### config.mk
export PLATFORM = sky130hd
export DESIGN_NAME = reset_sequencer_flat
export DESIGN_NICKNAME = d
export VERILOG_FILES = /design/src/rtl/reset_seq_pkg.sv /design/src/rtl/reset_sequencer_if.sv /design/src/rtl/rst_debounce.sv /design/src/rtl/reset_sequencer.sv /design/src/flat_wrapper.sv
export SDC_FILE = /design/constraint.sdc
export NUM_CORES = 1
export LEC_CHECK = 0
export ABC_AREA = 1
export BUFFER_PORTS_ARGS = -buffer_cell sky130_fd_sc_hd__buf_2
export CAP_MARGIN = 20
export CORE_ASPECT_RATIO = 0.8
export CORE_MARGIN = 4
export CORE_UTILIZATION = 50
export CTS_CLUSTER_DIAMETER = 150
export DETAILED_ROUTE_END_ITERATION = 10
export GPL_TIMING_DRIVEN = 0
export PLACE_DENSITY = 0.69
export SYNTH_ARGS = -nofsm -noshare
export SYNTH_HDL_FRONTEND = slang
export SYNTH_SLANG_ARGS = --single-unit
### constraint.sdc
create_clock -name clk -period 1.3 [get_ports clk]
set_input_delay 0.325 -clock clk [delete_from_list [all_inputs] [get_ports clk]]
set_output_delay 0.325 -clock clk [all_outputs]
set_load 0.03 [all_outputs]
### src/rtl/reset_seq_pkg.sv
// Shared encodings for the reset sequencer: FSM state codes, reset-cause codes,
// counter width and the zero-as-one parameter helper.
package reset_seq_pkg;

  localparam int CNT_W = 16;

  typedef enum logic [1:0] {
    S_POR        = 2'd0,
    S_ASSERT     = 2'd1,
    S_REL_PERIPH = 2'd2,
    S_RUN        = 2'd3
  } state_e;

  localparam logic [1:0] ST_POR        = S_POR;
  localparam logic [1:0] ST_ASSERT     = S_ASSERT;
  localparam logic [1:0] ST_REL_PERIPH = S_REL_PERIPH;
  localparam logic [1:0] ST_RUN        = S_RUN;

  localparam logic [1:0] CAUSE_POR = 2'd0;
  localparam logic [1:0] CAUSE_BTN = 2'd1;
  localparam logic [1:0] CAUSE_SW  = 2'd2;
  localparam logic [1:0] CAUSE_WDT = 2'd3;

  // A cycle-count parameter of 0 is treated as 1.
  function automatic int eff_cycles(input int n);
    return (n < 1) ? 1 : n;
  endfunction

endpackage

### src/rtl/reset_sequencer_if.sv
// Request inputs and reset/status outputs of the reset sequencer, bundled with
// master (request source) and slave (sequencer) views.
interface reset_sequencer_if;

  logic       btn_n;
  logic       sw_rst_req;
  logic       wdt_kick;
  logic       periph_resetn;
  logic       cpu_resetn;
  logic [1:0] cause;
  logic       busy;

  modport master (
    output btn_n, sw_rst_req, wdt_kick,
    input  periph_resetn, cpu_resetn, cause, busy
  );

  modport slave (
    input  btn_n, sw_rst_req, wdt_kick,
    output periph_resetn, cpu_resetn, cause, busy
  );

endinterface

### src/rtl/rst_debounce.sv
// Two-flop synchronizer plus debouncer for the raw active-low reset button;
// the output only follows the input after DEBOUNCE_CYCLES stable samples.
module rst_debounce
  import reset_seq_pkg::*;
#(
  parameter int DEBOUNCE_CYCLES = 4
) (
  input  logic clk,
  input  logic resetn,
  input  logic btn_n,
  output logic stable_n
);

  localparam logic [CNT_W-1:0] DB_LAST = CNT_W'(eff_cycles(DEBOUNCE_CYCLES) - 1);

  logic             sync_a;
  logic             sync_b;
  logic [CNT_W-1:0] cnt;

  always_ff @(posedge clk or negedge resetn) begin
    if (!resetn) begin
      sync_a <= 1'b1;
      sync_b <= 1'b1;
    end else begin
      sync_a <= btn_n;
      sync_b <= sync_a;
    end
  end

  // cnt tracks consecutive samples that disagree with the accepted level
  always_ff @(posedge clk or negedge resetn) begin
    if (!resetn) begin
      cnt      <= '0;
      stable_n <= 1'b1;
    end else if (sync_b == stable_n) begin
      cnt <= '0;
    end else if (cnt == DB_LAST) begin
      cnt      <= '0;
      stable_n <= sync_b;
    end else begin
      cnt <= cnt + CNT_W'(1);
    end
  end

endmodule

### src/rtl/reset_sequencer.sv
// Reset sequencer: holds peripheral and CPU resets after any request, then
// releases peripherals first and the CPU a gap later. Optional watchdog: RESET_SEQ_WDT_EN.
module reset_sequencer
  import reset_seq_pkg::*;
#(
  parameter int HOLD_CYCLES     = 8,
  parameter int GAP_CYCLES      = 4,
  parameter int DEBOUNCE_CYCLES = 4,
  parameter int WDT_CYCLES      = 1000
) (
  input  logic              clk,
  input  logic              resetn,
  reset_sequencer_if.slave  bus
);

  localparam logic [CNT_W-1:0] HOLD_LAST = CNT_W'(eff_cycles(HOLD_CYCLES) - 1);
  localparam logic [CNT_W-1:0] GAP_LAST  = CNT_W'(eff_cycles(GAP_CYCLES) - 1);

  logic [1:0]       state;
  logic [1:0]       state_nx;
  logic [CNT_W-1:0] hold_cnt;
  logic [CNT_W-1:0] gap_cnt;
  logic             db_n;
  logic             req_btn;
  logic             req_sw;
  logic             req_wdt;
  logic             req_any;
  logic [1:0]       req_cause;
  logic             periph_q;
  logic             cpu_q;
  logic [1:0]       cause_q;

  rst_debounce #(
    .DEBOUNCE_CYCLES(DEBOUNCE_CYCLES)
  ) u_btn_db (
    .clk      (clk),
    .resetn   (resetn),
    .btn_n    (bus.btn_n),
    .stable_n (db_n)
  );

`ifdef RESET_SEQ_WDT_EN
  localparam logic [CNT_W-1:0] WDT_LAST = CNT_W'(eff_cycles(WDT_CYCLES) - 1);

  logic [CNT_W-1:0] wdt_cnt;

  // A kick on the expiry cycle wins, so a serviced watchdog never fires
  assign req_wdt = (state == ST_RUN) && (wdt_cnt == WDT_LAST) && !bus.wdt_kick;

  always_ff @(posedge clk or negedge resetn) begin
    if (!resetn) begin
      wdt_cnt <= '0;
    end else if ((state != ST_RUN) || bus.wdt_kick || req_wdt) begin
      wdt_cnt <= '0;
    end else begin
      wdt_cnt <= wdt_cnt + CNT_W'(1);
    end
  end
`else
  logic unused_wdt;
  assign unused_wdt = bus.wdt_kick ^ (WDT_CYCLES != 0);
  assign req_wdt    = 1'b0;
`endif

  always_comb begin
    req_btn   = !db_n;
    req_sw    = bus.sw_rst_req;
    req_any   = req_btn | req_wdt | req_sw;
    req_cause = req_btn ? CAUSE_BTN : (req_wdt ? CAUSE_WDT : CAUSE_SW);

    state_nx = state;
    if (req_any) begin
      state_nx = ST_ASSERT;
    end else begin
      case (state)
        ST_POR:        state_nx = ST_ASSERT;
        ST_ASSERT:     if (hold_cnt == HOLD_LAST) state_nx = ST_REL_PERIPH;
        ST_REL_PERIPH: if (gap_cnt == GAP_LAST) state_nx = ST_RUN;
        default:       state_nx = state;
      endcase
    end
  end

  // Outputs are registered from the next state so they change with the state flop
  always_ff @(posedge clk or negedge resetn) begin
    if (!resetn) begin
      state    <= ST_POR;
      hold_cnt <= '0;
      gap_cnt  <= '0;
      periph_q <= 1'b0;
      cpu_q    <= 1'b0;
      cause_q  <= CAUSE_POR;
    end else begin
      state    <= state_nx;
      hold_cnt <= (state == ST_ASSERT && state_nx == ST_ASSERT && !req_any)
                  ? hold_cnt + CNT_W'(1) : '0;
      gap_cnt  <= (state == ST_REL_PERIPH && state_nx == ST_REL_PERIPH)
                  ? gap_cnt + CNT_W'(1) : '0;
      periph_q <= (state_nx == ST_REL_PERIPH) || (state_nx == ST_RUN);
      cpu_q    <= (state_nx == ST_RUN);
      if (req_any) cause_q <= req_cause;
    end
  end

  assign bus.periph_resetn = periph_q;
  assign bus.cpu_resetn    = cpu_q;
  assign bus.cause         = cause_q;
  assign bus.busy          = (state != ST_RUN);

endmodule
### src/flat_wrapper.sv
// flat-port wrapper written by rule: the top's interface ports become plain ports
module reset_sequencer_flat import reset_seq_pkg::*;
#(
  parameter int HOLD_CYCLES     = 8,
  parameter int GAP_CYCLES      = 4,
  parameter int DEBOUNCE_CYCLES = 4,
  parameter int WDT_CYCLES      = 1000
)
  (clk, resetn, bus_btn_n, bus_sw_rst_req, bus_wdt_kick, bus_periph_resetn, bus_cpu_resetn, bus_cause, bus_busy);
  reset_sequencer_if bus_i ();
  input  logic clk;
  input  logic resetn;
  input wire logic [$bits(bus_i.btn_n)-1:0] bus_btn_n;
  input wire logic [$bits(bus_i.sw_rst_req)-1:0] bus_sw_rst_req;
  input wire logic [$bits(bus_i.wdt_kick)-1:0] bus_wdt_kick;
  output wire logic [$bits(bus_i.periph_resetn)-1:0] bus_periph_resetn;
  output wire logic [$bits(bus_i.cpu_resetn)-1:0] bus_cpu_resetn;
  output wire logic [$bits(bus_i.cause)-1:0] bus_cause;
  output wire logic [$bits(bus_i.busy)-1:0] bus_busy;
  assign bus_i.btn_n = bus_btn_n;
  assign bus_i.sw_rst_req = bus_sw_rst_req;
  assign bus_i.wdt_kick = bus_wdt_kick;
  assign bus_periph_resetn = bus_i.periph_resetn;
  assign bus_cpu_resetn = bus_i.cpu_resetn;
  assign bus_cause = bus_i.cause;
  assign bus_busy = bus_i.busy;
  reset_sequencer #(.HOLD_CYCLES(HOLD_CYCLES), .GAP_CYCLES(GAP_CYCLES), .DEBOUNCE_CYCLES(DEBOUNCE_CYCLES), .WDT_CYCLES(WDT_CYCLES)) u_core (.clk(clk), .resetn(resetn), .bus(bus_i));
endmodule
==> impl_metrics.tcl, run 1 <==
set metrics [dict create \
    worst_pin_slew_ns 0.456 \
    fin_area_um2 3920 \
    globalRouteTotalUtil 0.197 \
    finClkSkew_ns 0.00627 \
    drive_gt1_frac 0.323 \
    min_to "u_core.u_btn_db.sync_a" \
    mostFrequentLayoutCells "72 x nor2_1, 70 x nand2_1, 47 x dfrtp_1" \
    cp.arrival_ns 1.81 \
    cts_tree "yes" \
    chipHeight_um 77.0 \
    grt_pass1_vias 2455 \
    path_clk_slew_ns 0.07 \
    drv_cap 0 \
    yosysWarnings 0 \
    status "finished, violations left" \
    htree_num_levels 3 \
    postSynthAreaPerCell_um2 7.85 \
    synth_seq_cells 57 \
    rsz0062_at_grt "true" \
    synth-async-reset-ratio 1.00 \
    hold_viol_final 0 \
    syn_area_um2 2970 \
    violations "setup timing" \
    maxSlewViolCount 0 \
    antenna-diode-count 0 \
    synth_cell_type_count 27 \
    viasPerCell 5.12 \
    insertion_delay_ns 0.34 \
    worst_ep_required_time_ns 1.53 \
    dpl.hpwl_mm 4.31 \
    timing.rr.end "u_core.hold_cnt[11]" \
    via_count 2600 \
    cts_made_buffers 9 \
    endpoint_kind "register" \
    period_needed_ns 1.58 \
    leakage_nw 1.64 \
    dpl_cell_area_um2 3140 \
    io_buffers 8 \
    grt_pass1_wl_mm 11.1 \
    place_ws_ns -0.268 \
    min_from "bus_btn_n" \
    ff2ff_path_depth 8 \
    peakVddDrop_v 0.00121 \
    wire_per_inst_um 13.8 \
    rows 24 \
    powerDensity_nw_per_um2 1220 \
    post-route-util 0.697 \
    wl_mm 7.00 \
    layout.nets 433 \
    ant_nets 0 \
    synthesis.nets 387 \
    hp-class "input port to register" \
    holdPathStages 1 \
    drt_pass1_iterations 4 \
    grt_max_degree 40 \
    post-route-period-util 1.21 \
    setup_tns_ns -6.71 \
    slew_headroom 0.696 \
    whs_ns 0.0796 \
    worstSetupStartpointType "register" \
    cts-root-buf "clkbuf_8" \
    routabilityCongestion 0.906 \
    die_x_um 94.2 \
    cts.sink_count 57 \
    rrSetupSlack_ns -0.28 \
    overflow 0 \
    final_common_cell "nor2_1" \
    critical_path_class "register to register" \
    dr.first_iter.drc_count 101 \
    synthToLayoutAreaGrowth_pct 31.7 \
    fp.dieArea_um2 7250 \
    core_um2 5620 \
    r2r_start "u_core.hold_cnt[5]" \
    ys.flop_type "dfrtp_1" \
    cts_buffer_depth 2 \
    yosysSeqAreaShare 0.481 \
    synth_edf_count 0 \
    synthCells 379 \
    start_util 0.530 \
    antenna_found_initial 0 \
    setup_violations 35 \
    crit_fanout 7 \
    clock.fmax_mhz 633 \
    drcViolationCount 0 \
    io_pins 10 \
    fin_ws_ns -0.279 \
]
cell usage after synthesis, types with 4 or more instances:
cell / n / area [µm²]
a21oi_1: 4 / 20.0
dfrtp_1: 54 / 1350
inv_1: 41 / 154
nand2_1: 76 / 285
nand3_1: 25 / 125
nand4_1: 6 / 37.5
nor2_1: 92 / 345
nor2_2: 11 / 68.8
nor3_1: 21 / 105
xnor2_1: 4 / 35.0
xor2_1: 22 / 193
cell type report:
| cell class | count | area [µm²] |
|---|---|---|
| Fill cell | 410 | 1700 |
| Multi-Input combinational cell | 277 | 1660 |
| Sequential cell | 57 | 1440 |
| Timing Repair Buffer | 35 | 304 |
| Inverter | 42 | 158 |
| Clock buffer | 9 | 124 |
| Tap cell | 78 | 97.6 |
| Clock inverter | 7 | 95.1 |
| Buffer | 3 | 42.5 |
cells by family after synthesis:
kind of cell               share of synthesized area
xor gates and xnor gates                      0.0766
and+or+nand+nor                                0.352
buffers and inverters                         0.0597
adders and majority gates                     0.0126
DFF                                            0.481
AOI/OAI and AO/OA                             0.0185
stage by stage:
step                power (W)  cells
floorplan             0.00235    379
global placement      0.00251    465
detailed placement    0.00254    466
CTS                   0.00450    494
global route          0.00500    508
finish                0.00479    508
per-layer routing:
metal | part of all wire | vias up | GRT usage
li1 | - | 1281 | -
met1 | 0.45 | 1251 | 0.256
met2 | 0.50 | 62 | 0.309
met3 | 0.045 | 6 | 0.0695
met4 | 0.0079 | 0 | 0.0577
met5 | 0 | - | 0
where the power goes:
part           switching [W]  internal, W
Sequential          0.000125      0.00190
Combinational       0.000550     0.000398
Clock               0.000745      0.00108
what timing repair did:
| item | CTS | global route |
|---|---|---|
| hold buffers | 1 | 0 |
| cloned | 0 | 1 |
| pin swaps | 4 | 19 |
| hold endpoints to repair | 18 | 0 |
| resized for setup | 31 | 66 |
| buffers inserted | 11 | 13 |
| setup endpoints to repair | 47 | 54 |
sequential cells by signal (all words and copies together) (netlist names):
signal,flops
u_core.bus.periph_resetn,1
u_core.hold_cnt,16
u_core.u_btn_db.stable_n,1
u_core.bus.cpu_resetn,1
u_core.gap_cnt,16
u_core.state,2
u_core.bus.cause,2
u_core.u_btn_db.cnt,16
u_core.u_btn_db.sync_b,1
u_core.u_btn_db.sync_a,1
how the worst max path moves through the flow:
stage / from / to / slack, ns / cells after the start
floorplan: u_core.gap_cnt[0] / u_core.gap_cnt[11] / -0.05 / 11
global placement: u_core.gap_cnt[0] / u_core.gap_cnt[13] / -0.25 / 11
detailed placement: u_core.gap_cnt[0] / u_core.gap_cnt[7] / -0.27 / 11
CTS: u_core.gap_cnt[1] / u_core.gap_cnt[13] / -0.18 / 11
global route: u_core.state[1] / u_core.hold_cnt[4] / -0.36 / 8
finish: u_core.hold_cnt[5] / u_core.hold_cnt[11] / -0.28 / 8
critical path, stage by stage, from the launching register on:
cell,delay (ns)
dfrtp_1,0.43
inv_2,0.12
nand3_1,0.12
nor2_2,0.15
nand3_2,0.11
buf_6,0.14
nand3_4,0.15
clkbuf_16,0.20
nor2_1,0.04
Power figures use the tool's default switching activity.
==> inputs of run 2 (changes only) <==
BUFFER_PORTS_ARGS = -buffer_cell sky130_fd_sc_hd__buf_4   (was -buffer_cell sky130_fd_sc_hd__buf_2)
==> run 2 against run 1 <==
Compared with the run above:
- the flow still finishes with violations (setup timing)
- routed wire length is 5.7% lower
- highest routed layer unchanged
- critical endpoint is now u_core.hold_cnt[14]
- sequential cell count did not move
- fmax is 5.6% higher
- count of clock-buffer cells in the layout is 4 higher
- die area did not move
- clock skew increased by 0.0041 ns
- critical path depth stayed put
- via count decreased by 1.8%
- design area rose by 0.67%
- sequential power about the same
- core utilization up 0.47 points
- setup slack gained 0.084 ns
==> impl_metrics.tcl, run 2 (synthesis gave the netlist of run 1 again) <==
set metrics [dict create \
    critPathLaunch "u_core.hold_cnt[0]" \
    leakage_nw 1.63 \
    via_count 2554 \
    endpoint_kind "register" \
    antenna_found_initial 0 \
    ff2ff_path_depth 8 \
    setup_tns_ns -5.22 \
    path_clk_slew_ns 0.07 \
    ant_nets 0 \
    drcViolationCount 0 \
    mostFrequentLayoutCells "70 x nand2_1, 66 x nor2_1, 49 x dfrtp_1" \
    grt_max_degree 58 \
    setup_violations 33 \
    r2r_start "u_core.hold_cnt[0]" \
    cp.arrival_ns 1.70 \
    max_stage_delay_ns 0.37 \
    endpoint "u_core.hold_cnt[14]" \
    hp-class "input port to asynchronous set/reset pin" \
    antenna-diode-count 0 \
    chipHeight_um 77.0 \
    cts_made_buffers 9 \
    wl_mm 6.61 \
    routabilityCongestion 0.912 \
    rsz0062_at_grt "true" \
    slew_headroom 0.533 \
    critical_path_class "register to register" \
    crit_fanout 5 \
    post-route-util 0.702 \
    cts_tree "yes" \
    path_cells "ha_2 -> nand3_2 -> nor2_2 -> nand3_2 -> buf_6 -> nand3_4 -> buf_8 -> a21oi_4" \
    cts.sink_count 57 \
    layout.nets 433 \
    cts-root-buf "clkbuf_8" \
    maxSlewViolCount 0 \
    core_um2 5620 \
    fin_ws_ns -0.195 \
    drive_gt1_frac 0.328 \
    globalRouteTotalUtil 0.195 \
    grt_pass1_vias 2490 \
    worst_pin_slew_ns 0.701 \
    htree_num_levels 3 \
    cp_common_cell "nand3_2" \
    fin_area_um2 3940 \
    grt_pass1_wl_mm 11.2 \
    viasPerCell 5.03 \
    multiInputGateArea_um2 1690 \
    critPathSlowestCell "dfrtp_1" \
    start_util 0.530 \
    hold_viol_final 0 \
    dr.first_iter.drc_count 149 \
    io_buffers 8 \
    finClkSkew_ns 0.0104 \
    fp.dieArea_um2 7250 \
    clock.fmax_mhz 669 \
    hold_buffers 0 \
    whs_ns 0.0255 \
    top_regs "u_core.gap_cnt (16), u_core.hold_cnt (16), u_core.u_btn_db.cnt (16)" \
    period_needed_ns 1.50 \
    worstSetupStartpointType "register" \
    io_pins 10 \
    powerDensity_nw_per_um2 1170 \
    final_common_cell "nand2_1" \
    status "finished, violations left" \
    synthToLayoutAreaGrowth_pct 32.6 \
    drt_pass1_iterations 4 \
    place_ws_ns -0.296 \
    wire_per_inst_um 13.0 \
    dpl.hpwl_mm 4.03 \
    rrSetupSlack_ns -0.20 \
    nFillCells 410 \
    violations "setup timing" \
    die_x_um 94.2 \
    overflow 0 \
    rows 24 \
    timing.rr.end "u_core.hold_cnt[14]" \
    post-route-period-util 1.15 \
    seqCellArea_um2 1440 \
    insertion_delay_ns 0.34 \
    drv_cap 0 \
    worst_ep_required_time_ns 1.51 \
    cts_buffer_depth 2 \
    dpl_cell_area_um2 3140 \
    peakVddDrop_v 0.00116 \
]
## run 2: cell types whose count changed in the layout (fill, tap and decap cells not counted), moves of 6 or more
| cell | change |
|---|---|
| buf_2 | -7 |
| nor2_1 | -6 |
| buf_4 | +8 |
| nor2_4 | +6 |
## run 2: per-layer routing
metal	track usage	vias up	wire length, µm
met5	0	-	0
met4	0.0563	0	105
met3	0.0548	10	275
met2	0.313	53	3130
met1	0.258	1216	3100
li1	-	1275	-
## run 2: repair_timing
item,4_1_cts,5_1_grt
buffers inserted,19,6
pin swaps,12,19
gates cloned,1,1
gates resized for setup,32,68
setup endpoints to repair,47,52
## run 2: worst min path at each step
stage / endpoint / from / cells after the start / slack [ns]
after detailed placement: u_core.u_btn_db.sync_b / u_core.u_btn_db.sync_a / 0 / 0.35
after floorplan: u_core.bus.cause[0] / resetn / 0 / 0.03
after global routing: u_core.hold_cnt[8] / resetn / 1 / 0.08
after CTS: u_core.hold_cnt[8] / resetn / 1 / 0.06
final: u_core.hold_cnt[4] / resetn / 1 / 0.03
after global placement: u_core.u_btn_db.sync_b / u_core.u_btn_db.sync_a / 0 / 0.35
## run 2: critical path: cells and delay by family (launching register included)
family                     cells  cell delay (ns)
AOI/OAI and AO/OA              1             0.04
adders and majority gates      1             0.21
buffers and inverters          2             0.32
DFF                            1             0.37
and+or+nand+nor                4             0.43
## run 2: power breakdown
part / switching, W / total (W) / internal, W
clock network: 0.000682 / 0.00167 / 0.000985
registers: 0.000110 / 0.00200 / 0.00189
logic: 0.000542 / 0.000957 / 0.000415
total: 0.00133 / 0.00463 / 0.00329
## run 2: area by class of cell
class	count	share of cell area
plain buffers	3	0.0108
clock buffers	13	0.0403
clock inverters	3	0.0102
inverters	42	0.0400
multi-input cells	277	0.428
flip-flops and latches	57	0.364
well taps	78	0.0248
repair buffers	35	0.0819
## run 2: stage by stage
step,std cells,total power [W]
after floorplan,379,0.00235
after global placement,465,0.00253
after detailed placement,465,0.00255
after CTS,501,0.00443
after global routing,508,0.00485
final,508,0.00463
